`src/rtl/fetch_stage_if.sv`:
```
// Instruction-memory port between the fetch stage and the memory system.
// The fetch stage is the master: it drives the request and the byte address;
// the memory answers with ready, ten bytes of data, and an address-error flag.
interface fetch_stage_if;
    logic        imem_req;
    logic [63:0] imem_addr;
    logic        imem_ready;
    logic [79:0] imem_rdata;
    logic        imem_err;

    modport master (
        output imem_req,
        output imem_addr,
        input  imem_ready,
        input  imem_rdata,
        input  imem_err
    );

    modport slave (
        input  imem_req,
        input  imem_addr,
        output imem_ready,
        output imem_rdata,
        output imem_err
    );
endinterface

```
`src/rtl/fetch_stage.sv`:
```
// Y86-64 fetch stage: holds the predicted PC and fetches one instruction at a
// time over the imem port. It splits the instruction into fields, computes
// valP and the predicted PC, and applies redirects from M (mispredicted jXX)
// and W (ret).
// Optional feature: define FETCH_IFUN_CHECK_EN to flag invalid ifun codes as INS.
module fetch_stage #(
    parameter logic [63:0] RESET_PC = 64'h0
) (
    input  logic          clk_i,
    input  logic          reset_i,
    input  logic          f_stall_i,
    input  logic [3:0]    m_icode_i,
    input  logic          m_cnd_i,
    input  logic [63:0]   m_vala_i,
    input  logic [3:0]    w_icode_i,
    input  logic [63:0]   w_valm_i,
    fetch_stage_if.master imem,
    output logic          f_valid_o,
    output logic [3:0]    f_icode_o,
    output logic [3:0]    f_ifun_o,
    output logic [3:0]    f_ra_o,
    output logic [3:0]    f_rb_o,
    output logic [63:0]   f_valc_o,
    output logic [63:0]   f_valp_o,
    output logic [63:0]   f_predpc_o,
    output logic [2:0]    f_stat_o
);

    localparam logic [2:0] StatAok = 3'd1;
    localparam logic [2:0] StatHlt = 3'd2;
    localparam logic [2:0] StatAdr = 3'd3;
    localparam logic [2:0] StatIns = 3'd4;

    typedef enum logic [1:0] {StReq, StDrop, StHold, StHalted} state_e;

    state_e      state_q, state_d;
    logic [63:0] pc_q, pc_d;
    logic [63:0] tgt_q, tgt_d;
    logic [79:0] data_q, data_d;
    logic        err_q, err_d;

    logic        redirect;
    logic [63:0] redirect_pc;

    logic [3:0]  dec_icode, dec_ifun;
    logic        need_regs, need_valc, ifun_bad;
    logic [63:0] dec_valc, dec_valp;
    logic [2:0]  dec_stat;

    // Redirect sources; a mispredicted branch in M wins over a ret in W.
    always_comb begin
        redirect    = 1'b0;
        redirect_pc = 64'h0;
        if (m_icode_i == 4'h7 && !m_cnd_i) begin
            redirect    = 1'b1;
            redirect_pc = m_vala_i;
        end else if (w_icode_i == 4'h9) begin
            redirect    = 1'b1;
            redirect_pc = w_valm_i;
        end
    end

    // Decode the captured instruction bytes against the PC they came from.
    always_comb begin
        dec_icode = data_q[7:4];
        dec_ifun  = data_q[3:0];
        need_regs = 1'b0;
        need_valc = 1'b0;
        ifun_bad  = 1'b0;
        unique case (dec_icode)
            4'h2, 4'h6, 4'hA, 4'hB: need_regs = 1'b1;
            4'h3, 4'h4, 4'h5: begin
                need_regs = 1'b1;
                need_valc = 1'b1;
            end
            4'h7, 4'h8: need_valc = 1'b1;
            default: ;
        endcase
`ifdef FETCH_IFUN_CHECK_EN
        unique case (dec_icode)
            4'h6:       ifun_bad = (dec_ifun > 4'h3);
            4'h2, 4'h7: ifun_bad = (dec_ifun > 4'h6);
            default:    ifun_bad = (dec_ifun != 4'h0);
        endcase
`endif
        // Constant follows the register byte when there is one.
        if (!need_valc) begin
            dec_valc = 64'h0;
        end else if (need_regs) begin
            dec_valc = data_q[79:16];
        end else begin
            dec_valc = data_q[71:8];
        end
        dec_valp = pc_q + 64'd1 + {63'd0, need_regs} + (need_valc ? 64'd8 : 64'd0);
        if (err_q) begin
            dec_stat = StatAdr;
        end else if (dec_icode > 4'hB || ifun_bad) begin
            dec_stat = StatIns;
        end else if (dec_icode == 4'h0) begin
            dec_stat = StatHlt;
        end else begin
            dec_stat = StatAok;
        end
    end

    // Present the decoded instruction in HOLD, otherwise a nop bubble.
    always_comb begin
        f_valid_o  = 1'b0;
        f_icode_o  = 4'h1;
        f_ifun_o   = 4'h0;
        f_ra_o     = 4'hF;
        f_rb_o     = 4'hF;
        f_valc_o   = 64'h0;
        f_valp_o   = 64'h0;
        f_predpc_o = 64'h0;
        f_stat_o   = StatAok;
        if (state_q == StHold) begin
            f_valid_o = 1'b1;
            f_icode_o = dec_icode;
            f_stat_o  = dec_stat;
            if (dec_stat == StatIns || dec_stat == StatAdr) begin
                f_ra_o = 4'h0;
                f_rb_o = 4'h0;
            end else begin
                f_ifun_o   = dec_ifun;
                f_ra_o     = need_regs ? data_q[15:12] : 4'hF;
                f_rb_o     = need_regs ? data_q[11:8] : 4'hF;
                f_valc_o   = dec_valc;
                f_valp_o   = dec_valp;
                f_predpc_o = (dec_icode == 4'h7 || dec_icode == 4'h8) ? dec_valc : dec_valp;
            end
        end
    end

    // Fetch FSM next state and memory request.
    always_comb begin
        state_d        = state_q;
        pc_d           = pc_q;
        tgt_d          = tgt_q;
        data_d         = data_q;
        err_d          = err_q;
        imem.imem_req  = 1'b0;
        imem.imem_addr = pc_q;
        unique case (state_q)
            StReq: begin
                imem.imem_req = 1'b1;
                if (imem.imem_ready) begin
                    if (redirect) begin
                        pc_d = redirect_pc;
                    end else begin
                        data_d  = imem.imem_rdata;
                        err_d   = imem.imem_err;
                        state_d = StHold;
                    end
                end else if (redirect) begin
                    // Request must stay stable until answered, so park the target.
                    tgt_d   = redirect_pc;
                    state_d = StDrop;
                end
            end
            StDrop: begin
                imem.imem_req = 1'b1;
                if (redirect) begin
                    tgt_d = redirect_pc;
                end
                if (imem.imem_ready) begin
                    pc_d    = redirect ? redirect_pc : tgt_q;
                    state_d = StReq;
                end
            end
            StHold: begin
                if (redirect) begin
                    pc_d    = redirect_pc;
                    state_d = StReq;
                end else if (f_stall_i) begin
                    state_d = StHold;
                end else if (dec_stat != StatAok) begin
                    state_d = StHalted;
                end else begin
                    pc_d    = f_predpc_o;
                    state_d = StReq;
                end
            end
            StHalted: begin
                if (redirect) begin
                    pc_d    = redirect_pc;
                    state_d = StReq;
                end
            end
            default: state_d = StReq;
        endcase
    end

    // State registers with synchronous reset.
    always_ff @(posedge clk_i) begin
        if (reset_i) begin
            state_q <= StReq;
            pc_q    <= RESET_PC;
            tgt_q   <= 64'h0;
            data_q  <= 80'h0;
            err_q   <= 1'b0;
        end else begin
            state_q <= state_d;
            pc_q    <= pc_d;
            tgt_q   <= tgt_d;
            data_q  <= data_d;
            err_q   <= err_d;
        end
    end

endmodule
```
`src/flat_wrapper.sv`:
```
// flat-port wrapper written by rule: the top's interface ports become plain ports
module fetch_stage_flat 
#(
    parameter logic [63:0] RESET_PC = 64'h0
)
  (clk_i, reset_i, f_stall_i, m_icode_i, m_cnd_i, m_vala_i, w_icode_i, w_valm_i, f_valid_o, f_icode_o, f_ifun_o, f_ra_o, f_rb_o, f_valc_o, f_valp_o, f_predpc_o, f_stat_o, imem_imem_req, imem_imem_addr, imem_imem_ready, imem_imem_rdata, imem_imem_err);
  fetch_stage_if imem_i ();
  input  logic clk_i;
  input  logic reset_i;
  input  logic f_stall_i;
  input  logic [3:0] m_icode_i;
  input  logic m_cnd_i;
  input  logic [63:0] m_vala_i;
  input  logic [3:0] w_icode_i;
  input  logic [63:0] w_valm_i;
  output logic f_valid_o;
  output logic [3:0] f_icode_o;
  output logic [3:0] f_ifun_o;
  output logic [3:0] f_ra_o;
  output logic [3:0] f_rb_o;
  output logic [63:0] f_valc_o;
  output logic [63:0] f_valp_o;
  output logic [63:0] f_predpc_o;
  output logic [2:0] f_stat_o;
  output wire logic [$bits(imem_i.imem_req)-1:0] imem_imem_req;
  output wire logic [$bits(imem_i.imem_addr)-1:0] imem_imem_addr;
  input wire logic [$bits(imem_i.imem_ready)-1:0] imem_imem_ready;
  input wire logic [$bits(imem_i.imem_rdata)-1:0] imem_imem_rdata;
  input wire logic [$bits(imem_i.imem_err)-1:0] imem_imem_err;
  assign imem_imem_req = imem_i.imem_req;
  assign imem_imem_addr = imem_i.imem_addr;
  assign imem_i.imem_ready = imem_imem_ready;
  assign imem_i.imem_rdata = imem_imem_rdata;
  assign imem_i.imem_err = imem_imem_err;
  fetch_stage #(.RESET_PC(RESET_PC)) u_core (.clk_i(clk_i), .reset_i(reset_i), .f_stall_i(f_stall_i), .m_icode_i(m_icode_i), .m_cnd_i(m_cnd_i), .m_vala_i(m_vala_i), .w_icode_i(w_icode_i), .w_valm_i(w_valm_i), .imem(imem_i), .f_valid_o(f_valid_o), .f_icode_o(f_icode_o), .f_ifun_o(f_ifun_o), .f_ra_o(f_ra_o), .f_rb_o(f_rb_o), .f_valc_o(f_valc_o), .f_valp_o(f_valp_o), .f_predpc_o(f_predpc_o), .f_stat_o(f_stat_o));
endmodule
```
`config.mk`:
```
export PLATFORM = sky130hd
export DESIGN_NAME = fetch_stage_flat
export DESIGN_NICKNAME = d
export VERILOG_FILES = /design/src/rtl/fetch_stage_if.sv /design/src/rtl/fetch_stage.sv /design/src/flat_wrapper.sv
export SDC_FILE = /design/constraint.sdc
export NUM_CORES = 1
export LEC_CHECK = 0
export CAP_MARGIN = 15
export CORE_ASPECT_RATIO = 1.5
export CORE_MARGIN = 10
export CORE_UTILIZATION = 31
export CTS_CLUSTER_SIZE = 12
export DETAILED_ROUTE_END_ITERATION = 12
export GPL_TIMING_DRIVEN = 0
export PLACE_DENSITY = 0.66
export SETUP_SLACK_MARGIN = 0.02
export SLEW_MARGIN = 30
export SYNTH_ARGS = -nofsm -noshare
export SYNTH_HDL_FRONTEND = slang
export SYNTH_SLANG_ARGS = --single-unit
```
`constraint.sdc`:
```
create_clock -name clk_i -period 14.1 [get_ports clk_i]
set_clock_uncertainty 0.1 [all_clocks]
set_input_delay 2.82 -clock clk_i [delete_from_list [all_inputs] [get_ports clk_i]]
set_output_delay 2.82 -clock clk_i [all_outputs]
set_load 0.05 [all_outputs]
```
==> results_dict.tcl <==
set metrics [dict create \
    outcome "completed" \
    fin_ws_ps 3980 \
    crit_path_max_fanout 11 \
    core_region_area_um2 47000 \
    synthArstFlopShare_pct 0 \
    final.period_utilization_pct 71.8 \
    p_leak_nw 7.18 \
    holdWs_ps 357 \
    yosysWarnings 0 \
    synth_edf_count 0 \
    fin_nets 2924 \
    fp.dieH_um 287 \
    cp.required_ps 11180 \
    dr_wl_met2_mm 51.2 \
    clock-root-buffer "clkbuf_16" \
    finalWirelength_mm 107 \
    post-cts-setup-buffer-count 0 \
    num_rows 97 \
    drive_gt1_share_pct 3.73 \
    power_density_nw_per_um2 118 \
    cpMaxStageDelayCell "clkdlybuf4s50_1" \
    synth_area_leaders "dfxtp_1 29%, nand2_1 9.3%, nor2_1 9.2%" \
    cts_resized 0 \
    overflow 0 \
    grt_usage_pct 35.7 \
    avgSynthCellArea_um2 6.81 \
    ys_seq_area_share_pct 28.6 \
    clk_pin_slew_ps 70 \
    area_delta_synth_final_pct 45.0 \
    wl_per_cell_um 32.4 \
    finalNonFillerCells 3308 \
    drv_cap 0 \
    pwr-share-clk_pct 28.1 \
    clockBufferDepth 3 \
    place_congestion 0.996 \
    critPathLaunchType "flop" \
    finalSetupViolations 0 \
    crit_chain "buf_2 -> and2_0 -> clkbuf_1 -> a2bb2oi_2 -> buf_2 -> buf_2 -> buf_2 -> ha_1 -> and4b_1 -> clkbuf_1 -> o211ai_1 -> nor2_1 -> nand3_1 -> xor2_1 -> a211oi_1 -> clkdlybuf4s50_1" \
    synth_cell_types 81 \
    p_int_mw 1.36 \
    ys_ff_latch 211 \
    p_comb_share_pct 43.5 \
    ant_nets 0 \
    ir_drop_mv 0.0784 \
    yosysTopAreaCell "dfxtp_1" \
    cp-end-kind "output pin" \
    setup_tns_ps 0 \
    viasPerCell 6.24 \
    grt_pass1_wl_mm 148 \
    post-route-min-period_ps 10120 \
    hold_buffers 0 \
    die_width_um 198 \
    hold_class "reg -> reg" \
    cts.htree.levels 1 \
    synth-main-ff-cell "dfxtp_1" \
    synth_cells 2168 \
    met3WireLength_mm 10.7 \
    io_buffers 497 \
    switching_share_pct 46.3 \
    first_pass_iters 8 \
    rsz0062_at_grt "no" \
    syn_nets 2398 \
    cts_inserted_buffers 25 \
    max_freq_mhz 98.8 \
    antenna_found_initial 5 \
    critPathMostFrequentCell "buf_2" \
    synth_top_area_share_pct 28.6 \
    crit_type "reg -> out" \
    drt-met1-wl_mm 36.5 \
    drv_slew 0 \
    syn-cell-area_um2 14800 \
    dp_hpwl_mm 87.2 \
    p_switching_mw 1.17 \
    slew_headroom_pct 24.6 \
    hold_viol 0 \
    drc 0 \
    dp_slack_ps 4830 \
    start_util_pct 31.4 \
    worst_pin_slew_ps 1120 \
    cts_tree "yes" \
    top_layer "met4" \
    total_power_mw 2.53 \
    cts_sinks 211 \
    synth_most_common_cell "nand2_1" \
    dieArea_um2 56900 \
    seqPwrFrac_pct 28.3 \
    io_pins 499 \
    grt_max_degree 13 \
    clk_latency_ps 570 \
    grt_pass1_vias 20100 \
    placedCellCount 3261 \
    vias 20600 \
    ys_top_cells_by_count "366 x nand2_1, 361 x nor2_1, 211 x dfxtp_1, 204 x a21oi_1, 154 x clkbuf_1" \
    cp.arrival_ps 7200 \
    cp_slowest_stage_delay_ps 940 \
    drt-initial-drc-count 2827 \
]
[power groups by stage]
stage	clock, mW	combinational (mW)	sequential [mW]
5_1_grt	0.726	1.13	0.718
3_5_place_dp	0	1.05	0.724
6_report	0.710	1.10	0.716
2_1_floorplan	0	0.552	0.725
3_3_place_gp	0	1.05	0.722
4_1_cts	0.708	1.06	0.711
[registers in the layout (all words and copies together), names as in the netlist]
name                   count
u_core.state_q             2
u_core.data_q             80
u_core.err_q               1
u_core.tgt_q              64
u_core.imem.imem_addr     64
[worst paths after layout]
check,from,endpoint,slack (ps),cells after the start
max,u_core.data_q[4],f_predpc_o[31],3980,16
max reg2reg,u_core.data_q[4],u_core.imem.imem_addr[31],8180,16
min,u_core.data_q[76],u_core.data_q[76],360,2
min reg2reg,u_core.data_q[76],u_core.data_q[76],360,2
[critical path: cells and delay by family (launching register included)]
kind,cells,cell delay [ps]
AOI/OAI and AO/OA,3,2040
xor gates and xnor gates,1,200
adders and majority gates,1,240
buffers and inverters,7,3000
DFF,1,300
and+or+nand+nor,4,820
[metrics by stage]
stage,area [um^2],utilization [%]
4_1_cts,21400,45.5
3_5_place_dp,20500,43.7
3_3_place_gp,20500,43.6
2_1_floorplan,14800,-
6_report,21400,45.6
5_1_grt,21400,45.6
[layer usage]
metal  global-route usage [%]  up-vias
met5                        0        -
met4                     25.7        0
met3                     7.66      446
met2                     60.9     1620
met1                     38.3     9778
li1                         -     8797
[cell usage in the layout (no fill, tap or decap), drive strengths merged, types with 6 or more instances in the layout]
| cell | Yosys | layout |
|---|---|---|
| dfxtp | 211 | 211 |
| a31oi | 22 | 22 |
| o21a | 11 | 11 |
| o21ai | 124 | 124 |
| and3 | 16 | 16 |
| a21boi | 8 | 8 |
| nand2 | 366 | 366 |
| o221ai | 13 | 13 |
| a221oi | 19 | 19 |
| a211oi | 48 | 48 |
| and4 | 8 | 8 |
| a22oi | 51 | 51 |
| inv | 17 | 17 |
| or4 | 7 | 7 |
| o211ai | 11 | 11 |
| buf | 33 | 35 |
| xnor2 | 38 | 38 |
| clkbuf | 155 | 187 |
| nor2 | 362 | 362 |
| nand4 | 28 | 28 |
| nor2b | 8 | 8 |
| nor4 | 17 | 17 |
| nand3 | 47 | 47 |
| nor3 | 31 | 31 |
| xor2 | 23 | 23 |
| and2 | 32 | 32 |
| nand2b | 13 | 13 |
| a22o | 6 | 6 |
| a21o | 7 | 7 |
| clkdlybuf4s50 | 0 | 497 |
| or2 | 7 | 7 |
| a221o | 14 | 14 |
| ha | 8 | 8 |
| clkinv | 0 | 6 |
| mux2i | 63 | 63 |
| a21oi | 204 | 204 |
| a2bb2oi | 20 | 20 |
| o22ai | 59 | 59 |
[layout make-up]
cell class | instances | area [um^2]
antenna | 4 | 10.0
buffer | 188 | 734
clock buffer | 32 | 692
clock inverter | 11 | 161
fill | 4878 | 25600
inverter | 17 | 63.8
multi-input combinational | 1752 | 9800
sequential | 211 | 4220
tap | 594 | 743
timing repair buffer | 499 | 4990
[logic make-up (layout without fill, tap and decap cells)]
kind of cell | count (synthesis) | in the layout | share of synthesized area (%)
xor+xnor | 61 | 61 | 3.67
simple gates | 956 | 956 | 28.5
fa+ha+maj | 8 | 8 | 0.678
other cells | 0 | 4 | 0
buf+inv | 205 | 747 | 5.40
compound gates | 660 | 660 | 28.6
mux | 67 | 67 | 4.58
flops | 211 | 211 | 28.6
Note: power is estimated with default switching activity, not from simulation.
